--- config.mk ---
export PLATFORM = sky130hd
export DESIGN_NAME = cpu_ctrl
export DESIGN_NICKNAME = d
export VERILOG_FILES = /design/src/rtl/cpu_ctrl.sv
export SDC_FILE = /design/constraint.sdc
export NUM_CORES = 1
export LEC_CHECK = 0
export ABC_AREA = 1
export CAP_MARGIN = 20
export CORE_AREA = 10 10 76 78
export CTS_BUF_LIST = sky130_fd_sc_hd__clkbuf_16
export DETAILED_ROUTE_END_ITERATION = 6
export DIE_AREA = 0 0 86 88
export DONT_BUFFER_PORTS = 1
export PLACE_DENSITY_LB_ADDON = 0.2
export SKIP_LAST_GASP = 1
export SLEW_MARGIN = 25
export SYNTH_ARGS = -nofsm -noshare
export SYNTH_HDL_FRONTEND = slang
export SYNTH_SLANG_ARGS = --single-unit
--- constraint.sdc ---
create_clock -name clk -period 1.7 [get_ports clk]
set_input_delay 0.34 -clock clk [delete_from_list [all_inputs] [get_ports clk]]
set_output_delay 0.34 -clock clk [all_outputs]
set_load 0.005 [all_outputs]
--- src/rtl/cpu_ctrl.sv ---
// cpu_ctrl: multi-cycle FETCH/DECODE/EXEC/MEM/WB/HALT control FSM.
// Ports: clk, rst_n (async, active low); mem_rdata/mem_ready in, and
// mem_req/mem_we/mem_addr out for the memory bus; psr in (status flags C,P,E,N,Z);
// pc/ir out (architectural registers); alu_go/reg_we out (one-cycle strobes);
// halted/illegal out (status).
// Optional: CPU_CTRL_ILLEGAL_TRAP_EN makes opcodes 1010-1111 trap to HALT.
// Without it they decode as NOP and illegal is tied to 0.
`timescale 1ns/1ps
module cpu_ctrl #(
    parameter int BUSW  = 32,
    parameter int MINDW = 12,
    parameter int PSRW  = 5
) (
    input  logic             clk,
    input  logic             rst_n,
    input  logic [BUSW-1:0]  mem_rdata,
    input  logic             mem_ready,
    input  logic [PSRW-1:0]  psr,
    output logic             mem_req,
    output logic             mem_we,
    output logic [MINDW-1:0] mem_addr,
    output logic [MINDW-1:0] pc,
    output logic [BUSW-1:0]  ir,
    output logic             alu_go,
    output logic             reg_we,
    output logic             halted,
    output logic             illegal
);
    typedef enum logic [2:0] {FETCH, DECODE, EXEC, MEM, WB, HALT} state_t;
    localparam logic [3:0] OP_NOP = 4'b0000, OP_LD = 4'b0001, OP_STR = 4'b0010,
                           OP_BRA = 4'b0011, OP_XOR = 4'b0100, OP_ADD = 4'b0101,
                           OP_ROT = 4'b0110, OP_SHF = 4'b0111, OP_HLT = 4'b1000,
                           OP_CMP = 4'b1001;
`ifdef CPU_CTRL_ILLEGAL_TRAP_EN
    localparam bit TRAP = 1'b1;
`else
    localparam bit TRAP = 1'b0;
`endif
    state_t state, nxt;
    logic [3:0] op, cc;
    logic [MINDW-1:0] src, dst;
    logic taken;
    assign op  = ir[31:28];
    assign cc  = ir[27:24];
    assign src = ir[12 +: MINDW];
    assign dst = ir[MINDW-1:0];
    always_comb begin
        taken = 1'b0;
        case (cc)
            4'b0000: taken = 1'b1;
            4'b0001: taken = psr[1];
            4'b0010: taken = psr[2];
            4'b0011: taken = psr[0];
            4'b0100: taken = psr[3];
            4'b0101: taken = psr[4];
            4'b0110: taken = !psr[0];
            4'b0111: taken = !psr[3] && !psr[4];
            default: taken = 1'b0;
        endcase
    end
    always_comb begin
        nxt = state;
        case (state)
            FETCH:  nxt = mem_ready ? DECODE : FETCH;
            DECODE:
                case (op)
                    OP_NOP, OP_BRA:                         nxt = FETCH;
                    OP_HLT:                                 nxt = HALT;
                    OP_LD, OP_STR:                          nxt = MEM;
                    OP_XOR, OP_ADD, OP_ROT, OP_SHF, OP_CMP: nxt = EXEC;
                    default:                                nxt = TRAP ? HALT : FETCH;
                endcase
            MEM:    nxt = !mem_ready ? MEM : (op == OP_LD) ? WB : FETCH;
            EXEC:   nxt = (op == OP_CMP) ? FETCH : WB;
            WB:     nxt = FETCH;
            HALT:   nxt = HALT;
            default: nxt = FETCH;
        endcase
    end
    // mem_req is gated by rst_n so a pending access is dropped the moment reset asserts.
    always_comb begin
        mem_req  = rst_n && (state == FETCH || state == MEM);
        mem_we   = rst_n && state == MEM && op == OP_STR;
        mem_addr = (state == FETCH) ? pc : (state == MEM) ? ((op == OP_STR) ? dst : src) : '0;
        alu_go   = state == EXEC;
        reg_we   = state == WB;
        halted   = state == HALT;
    end
    always_ff @(posedge clk or negedge rst_n) begin
        if (!rst_n) begin
            state <= FETCH;
            pc    <= '0;
            ir    <= '0;
        end else begin
            state <= nxt;
            if (state == FETCH && mem_ready) begin
                ir <= mem_rdata;
                pc <= pc + MINDW'(1);
            end else if (state == DECODE && op == OP_BRA && taken) begin
                pc <= dst;
            end
        end
    end
`ifdef CPU_CTRL_ILLEGAL_TRAP_EN
    always_ff @(posedge clk or negedge rst_n) begin
        if (!rst_n)
            illegal <= 1'b0;
        else if (state == DECODE && op >= 4'b1010)
            illegal <= 1'b1;
    end
`else
    assign illegal = 1'b0;
`endif
endmodule

* Word level (Yosys, flattened, before mapping) *
Memories as Yosys holds them, arrays and structs flattened.
Cells that the tools add are included.

word-level totals
  flip-flop bits (word level) = 47
  memory bits (read-only) = 48
  logic and storage cells = 46
  memories = 1

cells by class
  add/subtract/negate cells = 1
  equal/unequal tests = 16
  mux-type cells = 11
  reductions and logical operators = 14

memory list
  name             depth  bits a word  rd ports  clocked after memory_dff  write ports  RTL line  text
  (no name shown)  16     3            1         0                         0            66        case (op)

operators by type and width
  kind                   number
  $mux 12                5
  $eq 4x2->1 const B     4
  $eq 4x3->1 const B     4
  $pmux 3 s5             1
  $add 12x1->12 const B  1
  $mux 3                 3
  $eq 4x1->1 const B     2
  $pmux 1 s8             1
  $logic_and 1x1->1      7
  $eq 3x2->1 const B     2
  $eq 3x3->1 const B     2
  $eq 4x4->1 const B     1
  $logic_not 4->1        1
  $eq 3x1->1 const B     1
  $logic_not 1->1        3
  $logic_not 3->1        1
  $reduce_bool 2->1      1
  $logic_or 1x1->1       1
  $mux 1                 1

* Logic depth before layout (Yosys ltp) *
Gate-level depths: netlist (run 1).

  word-level depth = 6
  gate-level depth with buffers = 11

* Worst setup path before layout (run 1) *
No wires, ideal clock.

  kind = register to output
  start = reg ir[28]
  end = out mem_addr[0]
  arrival time = 1.245 ns
  path slack = 0.115 ns
  stages on the path, launching flop included = 7
  buffers on the path = 1
  cell sequence = dfrtp_1 -> inv_1 -> ha_1 -> nand2_1 -> clkbuf_1 -> o21ai_0 -> o22ai_1

on the way
  cells in the longest elaborated chain, start to end = 4

RTL lines
  what                    RTL line  text
  from (decl)             23        output logic [BUSW-1:0] ir,
  from (signal assigned)  97        ir <= mem_rdata;
  $eq 4x2->1              84        mem_addr = (state == FETCH) ? pc : (state == MEM) ? ((op == OP_STR) ? dst : src) : '0;
  $mux 12 (3 in series)   84
  to (decl)               21        output logic [MINDW-1:0] mem_addr,

Every way passes these cells.

* Worst setup path after layout (run 1) *
  start = reg ir[31]
  end = out mem_addr[10]

Same word-level chain as after synthesis.

==> impl_metrics.yaml, run 1 <==
hold_path:
  hold_path_depth: 2
  hp-class: "primary input to flip-flop"
timing:
  max_freq_mhz: 565
  clock_skew_ns: 0.0111
  finalCritPeriodShare_pct: 104
  rsz0062_at_grt: "yes"
  finalHoldViolCount: 0
  tns_ns: -0.392
  setup_viol: 13
  layout_min_cycle_time_ns: 1.77
  maxSlewViolCount: 0
  postLayoutSetupSlackWorst_ns: -0.0686
grt:
  grt_max_degree: 48
  grt_usage_pct: 22.1
  overflow: 0
  grt_pass1_vias: 2644
  antenna_found_initial: 0
  grt_pass1_wl_um: 13500
run_status:
  violations: "negative setup slack"
  status: "finished, violations left"
setup_path:
  critical_path_buf_inv_count: 1
  path_max_fanout: 7
  worstPathRequired_ns: 1.36
  slowest_stage: "dfrtp_1"
  r2r.worst_path.cells: 7
  critPathLaunchType: "flip-flop"
  crit_family: "flip-flops"
  critical_path_class: "flip-flop to output port"
  crit_path_end_kind: "output port"
  max_stage_delay_ns: 0.41
  arrival_ns: 1.43
  cp_num_cells: 5
  crit_chain: "nor2_4, nand2_8, buf_6, o21ai_2, o22ai_2"
routing:
  vias: 2688
  dr.pass1.iters: 6
  routed.top_layer: "met4"
  wl_um: 8740
  wire_per_inst_um: 19.7
  drc: 0
  dr.first_iter.drc_count: 369
  antenna_left: 0
  wl_met3_um: 1090
  viasPerCell: 6.07
  met1_length_um: 3250
  wl_met2_um: 4050
floorplan:
  start_util_pct: 61.9
  die_height_um: 88
  dieArea_mm2: 0.00757
  core_mm2: 0.00429
  die_w_um: 86
  rows: 24
  ios: 102
clocking:
  clkTransAtPathRegs_ns: 0.07
  cts_tree: "done"
  htree_levels: 2
  numCtsBuffers: 5
  cts_buffer_depth: 2
  cts_root_buffer: "clkbuf_16"
  clock_latency_ns: 0.29
  cts_sinks: 47
yosys:
  synthesis.area_mm2: 0.00266
  yosysWarnings: 0
  synth-seq-cells: 47
  avgSynthCellArea_um2: 7.12
  synth_cell_types: 26
  syn_nets: 418
  synthTopCellsByArea: "dfrtp_1 44%, nand2_1 23%, nand3_1 5.5%"
  synthCells: 373
  yosysSeqAreaShare_pct: 44.3
  yosysTopAreaCell: "dfrtp_1"
  yosysTopAreaCellShare_pct: 44.3
placed_design:
  place_congestion: 0.895
  placedCellCount: 421
  placed_cell_area_mm2: 0.00271
  numPortBuffers: 0
  dp.final_hpwl_um: 5840
  dpl_worst_slack_ns: -0.0409
layout:
  fin_area_mm2: 0.00325
  area.growth.synth_to_final_pct: 22.3
  final_common_cell: "nand2_1"
  layout.nets: 435
  layout_common_cells: "159 x nand2_1, 47 x dfrtp_1, 29 x nand3_1"
  final_cells: 443
  drive_gt1_share_pct: 20.2
  diodes: 0
power_and_ir_drop:
  powerDensity_mw_per_mm2: 2020
  p_leak_nw: 1.62
  vdd_drop_max_v: 0.00105
job:
  max-cap-violations: 0
## metal layers
layer	GRT usage (%)	vias up
met5	0	-
met4	7.49	0
met3	9.10	46
met2	36.1	202
met1	25.8	1223
li1	-	1217
## flip-flops by register name, summed over array words and instances, names as in the netlist
register and flops:
ir 32, pc 12, state 3
## report_power, final
part / internal [mW] / switching, mW
logic: 1.12 / 1.96
registers: 1.64 / 0.743
clock network: 0.686 / 0.403
total: 3.45 / 3.11
## synthesized netlist by cell type
master / instances
o21ai_1: 5
nor3_1: 1
inv_2: 3
nand4_1: 3
nor2_4: 2
buf_6: 1
nand2_1: 161
ha_1: 5
nor2_1: 27
xnor2_1: 1
o21ai_0: 22
nand2_2: 3
dfrtp_1: 47
a21oi_1: 4
buf_2: 6
buf_4: 7
nand3_2: 2
nand3_1: 29
clkbuf_1: 2
o22ai_1: 9
nor3_2: 1
inv_1: 26
nor2_2: 2
conb_1: 1
o311ai_0: 2
o2111ai_1: 1
## final cells by class
type                       count  area (um2)
fill                         316        1040
multi-input combinational    281        1480
timing repair buffer          26         248
sequential                    47        1180
inverter                      29         121
clock buffer                   5         125
clock inverter                 3        38.8
tap                           52        65.1
## path summary, 6_finish.rpt
kind,from,endpoint,slack (ns)
max in group asynchronous,rst_n,ir[7]$_DFFE_PN0N_,0.91
min,mem_rdata[11],ir[11]$_DFFE_PN0N_,0.17
max reg2reg,state[2]$_DFF_PN0_,ir[6]$_DFFE_PN0N_,0.03
max,ir[31]$_DFFE_PN0N_,mem_addr[10],-0.07
min reg2reg,ir[22]$_DFFE_PN0N_,ir[22]$_DFFE_PN0N_,0.55
min in group asynchronous,rst_n,pc[8]$_DFFE_PN0P_,0.57
## repair_timing
| item | 4_1_cts | 5_1_grt |
|---|---|---|
| cloned | 2 | 0 |
| hold buffers | 2 | 0 |
| resized for setup | 55 | 21 |
| pin swaps | 12 | 11 |
| endpoints found under the setup margin | 25 | 25 |
| buffers inserted | 8 | 2 |
| hold endpoints to repair | 47 | 0 |
## metrics by stage
stage | utilization [%] | hold WS [ns] | power, mW
floorplan | - | 0.0444 | 3.91
global placement | 63.1 | 0.0463 | 4.58
detailed placement | 63.1 | 0.0466 | 4.66
CTS | 73.2 | 0.164 | 6.23
global route | 75.7 | 0.172 | 7.02
finish | 75.7 | 0.169 | 6.56
## logic make-up after synthesis
kind of cell    count (synthesis)  synth area share (%)
compound gates                 43                  8.95
xor+xnor                        1                 0.330
fa+ha+maj                       5                  2.35
buf+inv                        45                  7.91
flops                          47                  44.3
other cells                     1                 0.141
simple gates                  231                  36.1
No activity file was read; power rests on OpenSTA's default activity.
==> inputs of run 2 (changes only) <==
--- a/config.mk
+++ b/config.mk
@@ -13,8 +13,6 @@
 export DIE_AREA = 0 0 86 88
 export DONT_BUFFER_PORTS = 1
 export PLACE_DENSITY_LB_ADDON = 0.2
-export SKIP_LAST_GASP = 1
-export SLEW_MARGIN = 25
 export SYNTH_ARGS = -nofsm -noshare
 export SYNTH_HDL_FRONTEND = slang
 export SYNTH_SLANG_ARGS = --single-unit
==> impl_metrics.yaml, run 2 (synthesis results as in run 1) <==
power_and_ir_drop:
  power_frac_clock_pct: 16.7
  combPwrFrac_pct: 47.0
  internal_power_mw: 3.46
  sw_frac_of_total_pct: 47.4
  vdd_drop_max_v: 0.00105
  power_mw: 6.57
  p_leak_nw: 1.62
  powerDensity_mw_per_mm2: 2020
  seq_power_share_pct: 36.3
  switchingPower_mw: 3.11
timing:
  setup_viol: 13
  maxSlewViolCount: 0
  clock_skew_ns: 0.0124
  layout_min_cycle_time_ns: 1.77
  hold_slack_ns: 0.166
  max_freq_mhz: 566
  postLayoutSetupSlackWorst_ns: -0.0670
  finalCritPeriodShare_pct: 104
  rsz0062_at_grt: "yes"
  finalHoldViolCount: 0
setup_path:
  worstPathRequired_ns: 1.36
  crit_family: "flip-flops"
  crit_chain: "nor2_4, nand2_8, buf_6, o21ai_2, o22ai_2"
  path_max_fanout: 7
  critPathLaunchType: "flip-flop"
  slowest_stage: "dfrtp_1"
  max_stage_delay_ns: 0.41
  critical_path_buf_inv_count: 1
  critical_path_class: "flip-flop to output port"
  arrival_ns: 1.43
  crit_path_end_kind: "output port"
grt:
  antenna_found_initial: 0
  grt_max_degree: 48
  grt_usage_pct: 22.1
  grt_pass1_vias: 2644
  grt_pass1_wl_um: 13500
  overflow: 0
placed_design:
  numPortBuffers: 0
  dp.final_hpwl_um: 5840
  place_congestion: 0.895
  placed_cell_area_mm2: 0.00271
  dpl_worst_slack_ns: -0.0409
  placedCellCount: 421
layout:
  area.growth.synth_to_final_pct: 22.4
  regMostFlops: "ir"
  layout.nets: 435
  final_common_cell: "nand2_1"
  fin_area_mm2: 0.00325
  layout_common_cells: "159 x nand2_1, 47 x dfrtp_1, 29 x nand3_1"
  largest_register_ff_count: 32
  diodes: 0
  final_cells: 443
  reg_top3: "ir: 32 flops, pc: 12 flops, state: 3 flops"
  drive_gt1_share_pct: 20.2
floorplan:
  rows: 24
  die_w_um: 86
  start_util_pct: 61.9
  core_mm2: 0.00429
  ios: 102
  die_height_um: 88
  dieArea_mm2: 0.00757
routing:
  drc: 1
  dr.pass1.iters: 7
  wl_met3_um: 1130
  met1_length_um: 3210
  dr.first_iter.drc_count: 369
  wire_per_inst_um: 19.7
  vias: 2706
  wl_um: 8720
  viasPerCell: 6.11
  antenna_left: 0
  routed.top_layer: "met4"
  wl_met2_um: 4010
run_status:
  violations: "design-rule violations, negative setup slack"
  status: "finished, violations left"
clocking:
  numCtsBuffers: 5
  cts_buffer_depth: 2
  cts_root_buffer: "clkbuf_16"
  clkTransAtPathRegs_ns: 0.07
  cts_sinks: 47
  htree_levels: 2
  cts_tree: "done"
  clock_latency_ns: 0.29
hold_path:
  hp-class: "primary input to flip-flop"
job:
  max-cap-violations: 0
[run 2: cell counts in the layout (fill, tap and decap cells not counted)]
No cell type changed its count.
[run 2: path summary, 6_finish.rpt]
path	startpoint	to	slack [ns]	cells after the start
min in group asynchronous	rst_n	pc[8]$_DFFE_PN0P_	0.56	2
max reg2reg	state[2]$_DFF_PN0_	ir[6]$_DFFE_PN0N_	0.10	7
max in group asynchronous	rst_n	ir[16]$_DFFE_PN0N_	0.92	2
max	ir[31]$_DFFE_PN0N_	mem_addr[10]	-0.07	5
min reg2reg	ir[22]$_DFFE_PN0N_	ir[22]$_DFFE_PN0N_	0.55	2
min	mem_rdata[11]	ir[11]$_DFFE_PN0N_	0.17	2
[run 2: per-layer routing]
layer	vias up	GRT usage, %
met5	-	0
met4	0	7.49
met3	53	9.10
met2	204	36.1
met1	1228	25.8
li1	1221	-
[run 2: power groups by stage]
stage,logic (mW),clock network [mW],registers (mW)
after CTS,2.78,1.10,2.35
after detailed placement,2.32,0,2.35
final,3.09,1.09,2.38
after floorplan,1.75,0,2.16
after global placement,2.25,0,2.33
after global routing,3.42,1.14,2.48
[run 2: worst reg2reg max path, stage by stage, from the launching register on]
cell     delay (ns)
dfrtp_1        0.40
inv_2          0.11
nand3_2        0.14
nor2_4         0.16
buf_4          0.31
buf_6          0.26
nand2_1        0.09
nand2_1        0.08
[run 2: area by class of cell]
type                    count  area (um2)
clock inverters             3        38.8
inverters                  29         121
well taps                  52        65.1
multi-input cells         281        1480
repair buffers             26         251
clock buffers               5         125
flip-flops and latches     47        1180
fillers                   314        1040
[run 2: repair_timing]
action	CTS	global route
pin swaps	12	11
cloned	2	0
gates resized for setup	55	22
hold buffers	2	0
endpoints found under the setup margin	25	25
endpoints found under the hold margin	47	0
setup buffers	8	2
[run 2: per-stage QoR]
| step | util [%] | setup TNS [ns] |
|---|---|---|
| 6_report | 75.8 | -0.398 |
| 2_1_floorplan | - | 0 |
| 5_1_grt | 75.8 | -1.09 |
| 3_5_place_dp | 63.1 | -0.238 |
| 3_3_place_gp | 63.1 | 0 |
| 4_1_cts | 73.2 | -0.322 |
